**src/rtl/hazard_pkg.sv**
```systemverilog
// ----------------------------------------------------------------------------
// hazard_pkg
// Shared definitions for the decode-stage hazard controller:
//   - scoreboard geometry (register count, select width, counter width)
//   - controller state encoding
// ----------------------------------------------------------------------------
package hazard_pkg;

    localparam int NREGS = 8;   // architectural registers
    localparam int REG_W = 3;   // register select width
    localparam int CNT_W = 2;   // pending-write counter width

    localparam logic [CNT_W-1:0] CNT_MAX = {CNT_W{1'b1}};

    typedef enum logic [1:0] {
        IDLE   = 2'd0,
        RUN    = 2'd1,
        DRAIN  = 2'd2,
        HALTED = 2'd3
    } state_t;

endpackage

```
**src/rtl/reg_pending_cnt.sv**
```systemverilog
// ----------------------------------------------------------------------------
// reg_pending_cnt
// Pending-write counter for one architectural register.
//
// Ports:
//   clk, rst_n     clock, asynchronous active-low reset
//   i_inc          a new writer to this register issues this cycle
//   i_dec1         writeback retires a write to this register this cycle
//   i_dec2         execute squashes a write to this register this cycle
//   o_busy         registered count is nonzero
//   o_eff_zero     count after this cycle's retires/kills is zero
//   o_eff_full     count after this cycle's retires/kills is at maximum
//   o_underflow    decrements this cycle exceed count + increment
//
// The eff flags deliberately ignore i_inc: the increment depends on issue,
// which depends on these flags, so including it would form a loop.
// ----------------------------------------------------------------------------
module reg_pending_cnt
    import hazard_pkg::*;
(
    input  logic clk,
    input  logic rst_n,
    input  logic i_inc,
    input  logic i_dec1,
    input  logic i_dec2,
    output logic o_busy,
    output logic o_eff_zero,
    output logic o_eff_full,
    output logic o_underflow
);

    logic [CNT_W-1:0] r_cnt;
    logic [CNT_W:0]   w_cnt_ext;
    logic [CNT_W:0]   w_sum;
    logic [CNT_W:0]   w_dec;
    logic [CNT_W:0]   w_diff;
    logic [CNT_W-1:0] w_next;

    assign w_cnt_ext = {1'b0, r_cnt};
    assign w_sum     = w_cnt_ext + {{CNT_W{1'b0}}, i_inc};
    assign w_dec     = {{CNT_W{1'b0}}, i_dec1} + {{CNT_W{1'b0}}, i_dec2};
    assign w_diff    = w_sum - w_dec;

    assign o_underflow = (w_sum < w_dec);

    // Clamp to zero on underflow; saturate at the top for robustness even
    // though the full-stall keeps an increment away from a full counter.
    always_comb begin
        w_next = w_diff[CNT_W-1:0];
        if (o_underflow) begin
            w_next = '0;
        end else if (w_diff[CNT_W]) begin
            w_next = CNT_MAX;
        end
    end

    always_ff @(posedge clk or negedge rst_n) begin
        if (!rst_n) begin
            r_cnt <= '0;
        end else begin
            r_cnt <= w_next;
        end
    end

    assign o_busy     = (r_cnt != '0);
    assign o_eff_zero = (w_cnt_ext <= w_dec);
    assign o_eff_full = (r_cnt == CNT_MAX) && (w_dec == '0);

endmodule

```
**src/rtl/decode_hazard_ctrl.sv**
```systemverilog
// ----------------------------------------------------------------------------
// decode_hazard_ctrl
// Scoreboard issue controller for the decode stage. Counts in-flight writes
// per register, stalls decode on RAW hazards and full counters, sequences
// start-up after reset and draining after HALT.
//
// Ports:
//   clk, rst_n               clock, asynchronous active-low reset
//   id_valid                 decode holds a valid instruction
//   id_rs1/_used, id_rs2/_used  source selects and read enables
//   id_wr, id_wr_reg         instruction writes id_wr_reg
//   id_halt                  instruction is HALT
//   wb_wr, wb_reg            writeback retires a write this cycle
//   ex_kill, ex_kill_reg     a squashed execute instruction had a write
//   stall                    hold PC and IF/ID latch
//   issue                    decode instruction advances this cycle
//   busy_mask                per-register pending count nonzero (registered)
//   halted                   pipeline drained after HALT
//   err                      sticky counter underflow
//   dbg_state                controller state, for observation
//
// Handshake: the decode instruction is consumed at a rising edge exactly when
// issue=1 (id_valid=1 and no stall in RUN); otherwise it must be held.
// ----------------------------------------------------------------------------
module decode_hazard_ctrl
    import hazard_pkg::*;
(
    input  logic             clk,
    input  logic             rst_n,
    input  logic             id_valid,
    input  logic [REG_W-1:0] id_rs1,
    input  logic             id_rs1_used,
    input  logic [REG_W-1:0] id_rs2,
    input  logic             id_rs2_used,
    input  logic             id_wr,
    input  logic [REG_W-1:0] id_wr_reg,
    input  logic             id_halt,
    input  logic             wb_wr,
    input  logic [REG_W-1:0] wb_reg,
    input  logic             ex_kill,
    input  logic [REG_W-1:0] ex_kill_reg,
    output logic             stall,
    output logic             issue,
    output logic [NREGS-1:0] busy_mask,
    output logic             halted,
    output logic             err,
    output logic [1:0]       dbg_state
);

    state_t r_state;
    state_t w_state_nxt;

    logic [NREGS-1:0] w_inc;
    logic [NREGS-1:0] w_wb_dec;
    logic [NREGS-1:0] w_kill_dec;
    logic [NREGS-1:0] w_eff_zero;
    logic [NREGS-1:0] w_eff_full;
    logic [NREGS-1:0] w_uflow;
    logic             w_hazard;
    logic             r_err;

    // ---------------- per-register pending counters ----------------
    for (genvar g = 0; g < NREGS; g++) begin : g_cnt
        assign w_inc[g]      = issue & id_wr & (id_wr_reg == REG_W'(g));
        assign w_wb_dec[g]   = wb_wr & (wb_reg == REG_W'(g));
        assign w_kill_dec[g] = ex_kill & (ex_kill_reg == REG_W'(g));

        reg_pending_cnt u_cnt (
            .clk         (clk),
            .rst_n       (rst_n),
            .i_inc       (w_inc[g]),
            .i_dec1      (w_wb_dec[g]),
            .i_dec2      (w_kill_dec[g]),
            .o_busy      (busy_mask[g]),
            .o_eff_zero  (w_eff_zero[g]),
            .o_eff_full  (w_eff_full[g]),
            .o_underflow (w_uflow[g])
        );
    end

    // Same-cycle retires are bypassed by the register file, so hazards are
    // judged on the effective (post-retire) counts.
    assign w_hazard = (id_rs1_used & ~w_eff_zero[id_rs1])
                    | (id_rs2_used & ~w_eff_zero[id_rs2])
                    | (id_wr       &  w_eff_full[id_wr_reg]);

    // ---------------- FSM: state register ----------------
    always_ff @(posedge clk or negedge rst_n) begin
        if (!rst_n) begin
            r_state <= IDLE;
        end else begin
            r_state <= w_state_nxt;
        end
    end

    // ---------------- FSM: next state ----------------
    always_comb begin
        w_state_nxt = r_state;
        case (r_state)
            IDLE:    w_state_nxt = RUN;
            RUN:     if (issue && id_halt) w_state_nxt = DRAIN;
            // busy_mask is the registered count, so HALTED follows the
            // cycle in which every counter reads zero.
            DRAIN:   if (busy_mask == '0) w_state_nxt = HALTED;
            HALTED:  w_state_nxt = HALTED;
            default: w_state_nxt = IDLE;
        endcase
    end

    // ---------------- FSM: outputs ----------------
    always_comb begin
        stall  = 1'b1;
        issue  = 1'b0;
        halted = 1'b0;
        case (r_state)
            RUN: begin
                stall = id_valid & w_hazard;
                issue = id_valid & ~w_hazard;
            end
            HALTED:  halted = 1'b1;
            default: ;
        endcase
    end

    // ---------------- sticky underflow flag ----------------
    always_ff @(posedge clk or negedge rst_n) begin
        if (!rst_n) begin
            r_err <= 1'b0;
        end else if (|w_uflow) begin
            r_err <= 1'b1;
        end
    end

    assign err       = r_err;
    assign dbg_state = r_state;

endmodule
```
**config.mk**
```make
export PLATFORM = sky130hd
export DESIGN_NAME = decode_hazard_ctrl
export DESIGN_NICKNAME = d
export VERILOG_FILES = /design/src/rtl/hazard_pkg.sv /design/src/rtl/reg_pending_cnt.sv /design/src/rtl/decode_hazard_ctrl.sv
export SDC_FILE = /design/constraint.sdc
export NUM_CORES = 1
export LEC_CHECK = 0
export ABC_AREA = 1
export BUFFER_PORTS_ARGS = -buffer_cell sky130_fd_sc_hd__buf_2
export CAP_MARGIN = 5
export CELL_PAD_IN_SITES_DETAIL_PLACEMENT = 0
export CELL_PAD_IN_SITES_GLOBAL_PLACEMENT = 1
export CORE_ASPECT_RATIO = 1.25
export CORE_MARGIN = 3
export CORE_UTILIZATION = 47
export CTS_BUF_LIST = sky130_fd_sc_hd__clkbuf_4
export DETAILED_ROUTE_END_ITERATION = 6
export MAX_ROUTING_LAYER = met4
export PLACE_DENSITY_LB_ADDON = 0.1
export SYNTH_ARGS = -nofsm -noshare
export SYNTH_HDL_FRONTEND = slang
export SYNTH_SLANG_ARGS = --single-unit
```
**constraint.sdc**
```tcl
create_clock -name clk -period 5.38 [get_ports clk]
set_clock_uncertainty 0.2 [all_clocks]
set_input_delay 0.269 -clock clk [delete_from_list [all_inputs] [get_ports clk]]
set_output_delay 0.269 -clock clk [all_outputs]
set_load 0.005 [all_outputs]
```
==> impl_metrics.json, run 1 <==
{
  "status": "completed",
  "rr_worst_depth": 16,
  "yosys.area.top_type": "ha_1",
  "place.gp.congestion": 0.936,
  "area_growth_pct": 9.20,
  "relSlewSlack_pct": 67.3,
  "grt_pass1_wl_mm": 11.6,
  "worst_pin_slew_ps": 486,
  "utilization_pct": 54.7,
  "htree_levels": 1,
  "antenna_found_initial": 0,
  "cts_buffer_depth": 2,
  "fin_ws_ps": 1380,
  "hold_depth": 5,
  "cp_slowest_cell": "fa_1",
  "core-area_um2": 5970,
  "grt_max_degree": 20,
  "crit_path_frequent_cell": "inv_1",
  "place_ws_ps": 971,
  "timing.rr.start": "g_cnt[1].u_cnt.r_cnt[1]$_DFF_PN0_",
  "power_uw": 962,
  "start_util_pct": 50.1,
  "clk_pin_slew_ps": 140,
  "irDropWorstVdd_mv": 0.139,
  "die_x_um": 77.4,
  "syn_inst": 418,
  "nets": 550,
  "pin_count": 38,
  "routedWlPerCell_um": 12.7,
  "diodes": 0,
  "ys_ff_latch": 19,
  "slowest_delay_ps": 430,
  "min_path_type": "in2reg",
  "first_pass_iters": 4,
  "cts_sinks": 19,
  "drive_gt1_share_pct": 14.8,
  "grt_overflow_total": 0,
  "place.port_buffers": 37,
  "final-hold-violation-count": 0,
  "synth.most_common_cell": "inv_1",
  "drtAntennaViolNets": 0,
  "fin_crit_ps": 4000,
  "synth_warnings": 0,
  "cts-root-buf": "clkbuf_4",
  "cp.arrival_ps": 4020,
  "critPathLaunchType": "primary input",
  "drtIter0Drc": 70,
  "synth-main-ff-cell": "dfrtp_1",
  "synth_common_cells": "128 x inv_1, 57 x nand2_1, 56 x ha_1, 31 x nor2_1, 26 x nand3_1",
  "min_to": "dbg_state[0]$_DFFE_PN0P_",
  "dp_hpwl_mm": 6.06,
  "rows": 31,
  "hold_start": "id_rs2_used",
  "netlist_top_cells_area": "ha_1 23%, inv_1 16%, dfrtp_1 16%, fa_1 11%, nand2_1 7.2%",
  "wl_mm": 6.79,
  "cts_buffers": 3,
  "synth_enable_flop_cells": 0,
  "syn_area_per_cell_um2": 7.16,
  "route.detailed.vias_per_inst": 4.70,
  "reg2reg_to": "err$_DFFE_PN0P_",
  "grt_pass1_vias": 2642,
  "place_area_um2": 3220,
  "whs_ps": 193,
  "synth.net_count": 514,
  "post-cts-setup-buffers": 0,
  "fin_crit_sh_pct": 74.3,
  "crit_path_max_fanout": 7,
  "leakagePower_nw": 1.92,
  "drc": 0,
  "endpoint_kind": "register",
  "slew_viol_final": 0,
  "ys_seq_area_share_pct": 15.9,
  "cts_tree": "done",
  "max_freq_mhz": 250,
  "fin_tns_setup_ps": 0,
  "final_cell_area_um2": 3270,
  "final_cells": 535,
  "synth-async-reset-ratio_pct": 100,
  "worstSkewPairLatency_ps": 330,
  "yosys.area.top_type_share_pct": 23.4,
  "vias": 2515,
  "ys_types": 29,
  "rrSetupSlack_ps": 1660,
  "crit_chain": "buf_2, inv_1, nor2_1, inv_1, nor2_1, ha_1, inv_1, ha_1, nand2_1, nand2_1, a21oi_1, nor3_1, nor2_1, nor2_2, nor2_4, nand3_4, nor2_2, ha_1, inv_1, fa_1, o31ai_1, nand4_1, or3_1",
  "required_ps": 5410,
  "grt_usage_pct": 20.8,
  "setup_viol": 0,
  "cellPowerDensity_nw_per_um2": 294,
  "netlist_area_um2": 2990,
  "die_y_um": 95.2,
  "rsz0062_at_grt": "false",
  "worstSetupPathType": "in2reg",
  "die_area_um2": 7360,
  "place_inst": 529,
  "max_cap_violations": 0
}
==> critical path: cells and delay by family <==
| family | cells | cell delay (ps) |
|---|---|---|
| simple gates | 12 | 1750 |
| buf+inv | 5 | 370 |
| fa+ha+maj | 4 | 1130 |
| compound gates | 2 | 500 |
==> report_power, final <==
part           switching [mW]  internal, mW
registers              0.0693         0.195
logic                   0.358         0.256
clock network          0.0555        0.0279
total                   0.483         0.479
==> kinds of logic after synthesis <==
kind of cell	share of synthesized area, %
AOI/OAI and AO/OA	5.81
xor gates and xnor gates	2.34
adders and majority gates	34.1
buffers and inverters	18.6
DFF	15.9
and+or+nand+nor	23.3
==> worst max-delay path by stage <==
stage,from,to,cells past startpoint
2_1_floorplan,ex_kill,err$_DFFE_PN0P_,21
3_3_place_gp,wb_reg[2],err$_DFFE_PN0P_,22
3_5_place_dp,wb_wr,err$_DFFE_PN0P_,23
4_1_cts,wb_wr,err$_DFFE_PN0P_,23
5_1_grt,wb_wr,err$_DFFE_PN0P_,23
6_report,wb_reg[0],err$_DFFE_PN0P_,23
==> area by class of cell <==
class	instances	area, µm²
Clock buffer	3	22.5
Clock inverter	1	5.00
Fill cell	667	2710
Inverter	132	495
Multi-Input combinational cell	259	1960
Sequential cell	19	475
Tap cell	82	103
Timing Repair Buffer	39	205
==> layer usage <==
| metal | GRT usage (%) | wire length [µm] | vias up |
|---|---|---|---|
| met5 | - | 0 | - |
| met4 | 7.27 | 150 | 0 |
| met3 | 1.70 | 101 | 8 |
| met2 | 39.5 | 3620 | 20 |
| met1 | 22.7 | 2920 | 1162 |
| li1 | - | - | 1325 |
==> cell usage in the layout (no fill, tap or decap) <==
cell	instances
or2_2	6
nand3_4	1
nor2_4	1
a211oi_1	1
dlygate4sd3_1	2
or3_1	1
nand3_1	26
nand3b_1	1
a31oi_1	1
inv_1	128
o21ai_1	1
a21oi_1	3
nor2_2	10
nand4_1	5
fa_1	16
dfrtp_1	19
buf_2	37
nand3_2	1
nand2_1	57
nor4_1	2
o21ai_0	16
o31ai_1	5
clkbuf_4	3
clkinv_2	1
nor3_1	4
nand2_2	3
ha_1	56
o21bai_1	3
xnor2_1	4
nor2_1	31
xor2_1	4
inv_2	4
==> sequential cells by signal, indices dropped and copies added (netlist names) <==
| signal | count |
|---|---|
| dbg_state | 2 |
| err | 1 |
| g_cnt.u_cnt.r_cnt | 16 |
==> what timing repair did <==
action,CTS,global route
hold endpoints to repair,21,0
resized for setup,0,0
hold buffers,2,0
Note: power is estimated with default switching activity, not from simulation.
==> inputs of run 2 (changes only) <==
--- a/config.mk
+++ b/config.mk
@@ -12,7 +12,7 @@
 export CELL_PAD_IN_SITES_GLOBAL_PLACEMENT = 1
 export CORE_ASPECT_RATIO = 1.25
 export CORE_MARGIN = 3
-export CORE_UTILIZATION = 47
+export CORE_UTILIZATION = 44
 export CTS_BUF_LIST = sky130_fd_sc_hd__clkbuf_4
 export DETAILED_ROUTE_END_ITERATION = 6
 export MAX_ROUTING_LAYER = met4
==> constraint.sdc (replaced) <==
create_clock -name clk -period 4 [get_ports clk]
set_clock_uncertainty 0.2 [all_clocks]
set_input_delay 0.2 -clock clk [delete_from_list [all_inputs] [get_ports clk]]
set_output_delay 0.2 -clock clk [all_outputs]
set_load 0.005 [all_outputs]
==> impl_metrics.json, run 2 (same netlist as run 1, synthesis figures left out) <==
{
  "die_y_um": 98.2,
  "power_mw": 1.45,
  "routedWlPerCell_um": 12.9,
  "grt_pass1_wl_mm": 12.1,
  "drtAntennaViolNets": 0,
  "layout.cells.most_common_list": "122 x inv_1, 53 x nand2_1, 46 x buf_4",
  "rows": 32,
  "place.port_buffers": 37,
  "leakagePower_nw": 2.15,
  "grt_pass1_vias": 2753,
  "cts_tree": "done",
  "setup_viol": 0,
  "status": "completed",
  "core-area_um2": 6370,
  "required_ps": 4010,
  "crit_path_max_fanout": 4,
  "max_freq_mhz": 260,
  "clk_pin_slew_ps": 130,
  "grt_overflow_total": 0,
  "worst_pin_slew_ps": 493,
  "fin_crit_ps": 3840,
  "pin_count": 38,
  "worstSkewPairLatency_ps": 310,
  "slew_viol_final": 0,
  "cellPowerDensity_nw_per_um2": 362,
  "endpoint_kind": "register",
  "grt_max_degree": 20,
  "largest_reg_flops": 16,
  "dp_hpwl_mm": 6.33,
  "route.detailed.vias_per_inst": 4.71,
  "drc": 0,
  "place.gp.congestion": 0.872,
  "diodes": 0,
  "die_area_um2": 7830,
  "whs_ps": 165,
  "wl_mm": 7.55,
  "cts-root-buf": "clkbuf_4",
  "cts_sinks": 19,
  "start_util_pct": 47.0,
  "worstSetupPathType": "in2reg",
  "place_inst": 573,
  "drtIter0Drc": 72,
  "htree_levels": 1,
  "die_x_um": 79.8,
  "final_common_cell": "inv_1",
  "grt_usage_pct": 20.2,
  "final_cells": 585,
  "area_growth_pct": 33.6,
  "top_register": "g_cnt.u_cnt.r_cnt",
  "fin_ws_ps": 157,
  "cts_buffer_depth": 2,
  "cp.arrival_ps": 3850,
  "relSlewSlack_pct": 67.1,
  "irDropWorstVdd_mv": 0.189,
  "first_pass_iters": 4,
  "place_ws_ps": -315,
  "nets": 597,
  "max_cap_violations": 0,
  "vias": 2753,
  "antenna_found_initial": 0,
  "cts_buffers": 3,
  "drive_gt1_share_pct": 33.6,
  "critPathLaunchType": "primary input",
  "utilization_pct": 62.8,
  "final-hold-violation-count": 0,
  "fin_crit_sh_pct": 96.1,
  "min_path_type": "in2async"
}
==> run 2: area by class of cell <==
cell class,instances,area [µm²]
fillers,606,2370
flip-flops and latches,19,475
repair buffers,86,568
clock buffers,4,30.0
well taps,85,106
multi-input cells,259,2320
inverters,132,500
==> run 2: metal layers <==
metal	wire (µm)	GRT usage [%]
met5	0	-
met4	180	6.11
met3	200	1.48
met2	4060	37.2
met1	3110	23.0
==> run 2: worst paths after layout <==
path / slack [ps] / end / from / cells past startpoint
hold / removal: 170 / g_cnt[5].u_cnt.r_cnt[1]$_DFF_PN0_ / rst_n / 2
setup / recovery: 160 / err$_DFFE_PN0P_ / ex_kill / 25
setup reg to reg: 260 / err$_DFFE_PN0P_ / g_cnt[5].u_cnt.r_cnt[1]$_DFF_PN0_ / 20
min in group clk: 170 / dbg_state[0]$_DFFE_PN0P_ / id_valid / 4
max in group asynchronous: 3090 / g_cnt[2].u_cnt.r_cnt[1]$_DFF_PN0_ / rst_n / 2
hold reg to reg: 310 / err$_DFFE_PN0P_ / err$_DFFE_PN0P_ / 1
==> run 2: power by group <==
part / total (mW) / switching [mW] / internal, mW
clock network: 0.116 / 0.0699 / 0.0458
logic: 0.966 / 0.527 / 0.439
registers: 0.367 / 0.105 / 0.262
total: 1.45 / 0.702 / 0.746
==> run 2: timing repair <==
item,in CTS,in global routing
buffers inserted,0,6
hold buffers,2,0
resized for setup,0,78
setup endpoints to repair,0,5
endpoints found under the hold margin,21,0
==> run 2: through the flow <==
step / TNS (ps) / cell area [µm²]
after floorplan: 0 / 2990
after global placement: -515 / 3530
after detailed placement: -718 / 3530
after CTS: 0 / 3580
after global routing: -35.9 / 4000
final: 0 / 4000
==> run 2: critical path: stages <==
cell,delay (ps)
buf_2,90
inv_1,40
nor2_2,150
inv_4,80
nor2_4,120
ha_2,190
inv_1,60
ha_1,290
inv_1,40
o21bai_1,180
a21oi_1,90
nor3_1,180
nor2_2,70
nor2_4,130
nor2_4,50
buf_4,140
nand4_1,90
nor2_1,70
ha_2,180
fa_1,480
inv_1,50
o31ai_2,190
buf_4,160
nand4_1,160
or3_1,360
==> inputs of run 3 (changes only) <==
--- a/config.mk
+++ b/config.mk
@@ -6,7 +6,7 @@
 export NUM_CORES = 1
 export LEC_CHECK = 0
 export ABC_AREA = 1
-export BUFFER_PORTS_ARGS = -buffer_cell sky130_fd_sc_hd__buf_2
+export BUFFER_PORTS_ARGS = -buffer_cell sky130_fd_sc_hd__clkbuf_2
 export CAP_MARGIN = 5
 export CELL_PAD_IN_SITES_DETAIL_PLACEMENT = 0
 export CELL_PAD_IN_SITES_GLOBAL_PLACEMENT = 1
==> impl_metrics.json, run 3 (same netlist as run 1, synthesis figures left out) <==
{
  "layout.cells.most_common_list": "121 x inv_1, 50 x nand2_1, 50 x buf_4",
  "grt_overflow_total": 0,
  "power_switching_share_pct": 48.3,
  "start_util_pct": 47.0,
  "drive_gt1_share_pct": 34.8,
  "grt_pass1_vias": 2790,
  "dp_hpwl_mm": 6.41,
  "fin_crit_ps": 3820,
  "final-hold-violation-count": 0,
  "grt.met2_usage_pct": 38.1,
  "required_ps": 4020,
  "pin_count": 38,
  "top_usage_layer": "met2",
  "worstSkewPairLatency_ps": 320,
  "slew_viol_final": 0,
  "place.gp.congestion": 0.923,
  "cts_tree": "done",
  "routedWlPerCell_um": 13.1,
  "drc": 0,
  "nFillCells": 593,
  "drtAntennaViolNets": 0,
  "place_inst": 574,
  "cts_buffer_depth": 2,
  "nets": 600,
  "die_x_um": 79.8,
  "first_pass_iters": 4,
  "largest_reg_flops": 16,
  "cts_buffers": 3,
  "min_path_type": "in2reg",
  "fin_ws_ps": 179,
  "cts_sinks": 19,
  "crit_path_max_fanout": 5,
  "pwr-share-comb_pct": 67.1,
  "antenna_found_initial": 0,
  "pwr-share-seq_pct": 25.0,
  "die_area_um2": 7830,
  "final_common_cell": "inv_1",
  "worstSetupEndpoint": "err$_DFFE_PN0P_",
  "grtUsageMet1_pct": 24.1,
  "core-area_um2": 6370,
  "irDropWorstVdd_mv": 0.233,
  "area_growth_pct": 34.7,
  "route.detailed.vias_per_inst": 4.73,
  "timing.rr.start": "g_cnt[0].u_cnt.r_cnt[1]$_DFF_PN0_",
  "wl_mm": 7.69,
  "die_y_um": 98.2,
  "grt_pass1_wl_mm": 12.5,
  "cp-startpoint": "ex_kill",
  "grt_util_met3_pct": 1.57,
  "clkPwrFrac_pct": 7.9,
  "max_freq_mhz": 262,
  "cts-root-buf": "clkbuf_4",
  "relSlewSlack_pct": 62.3,
  "leakagePower_nw": 2.18,
  "cellPowerDensity_nw_per_um2": 369,
  "setup_viol": 0,
  "grt_max_degree": 20,
  "max_cap_violations": 0,
  "worstSetupPathType": "in2reg",
  "worst_pin_slew_ps": 565,
  "htree_levels": 1,
  "final_cells": 588,
  "rows": 32,
  "fin_crit_sh_pct": 95.5,
  "cp.arrival_ps": 3840,
  "drtIter0Drc": 119,
  "diodes": 0,
  "grt_usage_pct": 20.7,
  "internal_power_uw": 767,
  "vias": 2780,
  "clk_pin_slew_ps": 140,
  "switchingPower_uw": 718,
  "final_cell_area_um2": 4030,
  "place.port_buffers": 37,
  "fin_tns_setup_ps": 0,
  "rr_worst_depth": 21,
  "status": "completed",
  "place_area_um2": 3540,
  "top_register": "g_cnt.u_cnt.r_cnt",
  "endpoint_kind": "register",
  "rrSetupSlack_ps": 280,
  "critPathLaunchType": "primary input",
  "place_ws_ps": -365,
  "reg2reg_to": "err$_DFFE_PN0P_",
  "power_mw": 1.49
}
run 3: cell count changes in the layout (fill, tap and decap cells not counted), sizes merged:
| cell | delta |
|---|---|
| clkbuf | +36 |
| buf | -33 |
run 3: layout make-up:
cell class	count	area, µm²	share of cell area (%)
multi-input cells	259	2340	58.0
inverters	132	495	12.3
flip-flops and latches	19	475	11.8
clock buffers	4	30.0	0.745
well taps	85	106	2.64
repair buffers	89	587	14.6
run 3: routing by layer:
layer	up-vias	routed length, µm
met4	0	146
met2	32	4180
met1	1315	3190
li1	1423	-
met3	10	172
met5	-	0
run 3: through the flow:
stage / hold WS, ps / utilization, %
floorplan: -296 / -
finish: 154 / 63.3
detailed placement: 14.6 / 55.6
global placement: 12.4 / 55.6
CTS: 143 / 56.4
global route: 186 / 63.3
run 3: power groups by stage:
stage	Clock (mW)	Combinational (mW)	Sequential (mW)
3_3_place_gp	0	0.869	0.362
3_5_place_dp	0	0.896	0.363
2_1_floorplan	0	0.654	0.333
4_1_cts	0.121	0.903	0.360
5_1_grt	0.126	1.17	0.387
6_report	0.118	0.997	0.371
run 3: what timing repair did:
| action | CTS | global route |
|---|---|---|
| gates resized for setup | 1 | 76 |
| hold endpoints to repair | 21 | 0 |
| hold buffers | 2 | 0 |
| setup endpoints to repair | 1 | 3 |
| pin swaps | 0 | 26 |
| buffers inserted | 0 | 8 |
run 3: how the worst min path moves through the flow:
stage | start | endpoint | depth (start not counted)
after floorplan | rst_n | dbg_state[0]$_DFFE_PN0P_ | 0
after global placement | rst_n | g_cnt[5].u_cnt.r_cnt[1]$_DFF_PN0_ | 1
after detailed placement | rst_n | g_cnt[5].u_cnt.r_cnt[1]$_DFF_PN0_ | 1
after CTS | id_valid | dbg_state[0]$_DFFE_PN0P_ | 4
after global routing | id_valid | dbg_state[0]$_DFFE_PN0P_ | 4
final | id_valid | dbg_state[0]$_DFFE_PN0P_ | 4
run 3: critical path: stages:
cell and delay, ps:
clkbuf_2 100, inv_1 50, nor2_2 80, inv_2 90
nor2_2 140, ha_1 200, inv_1 70, ha_1 290
inv_1 40, o21bai_1 180, nand3_1 110, nand3_1 90
nand2_1 50, nand2_1 70, nand3_2 60, nand2_2 90
nor2_4 50, nand3_4 90, buf_6 130, buf_4 110
nor2_2 30, ha_1 210, fa_1 480, inv_1 40
nor3_2 90, or2_4 140, nand4_1 180, or3_1 350
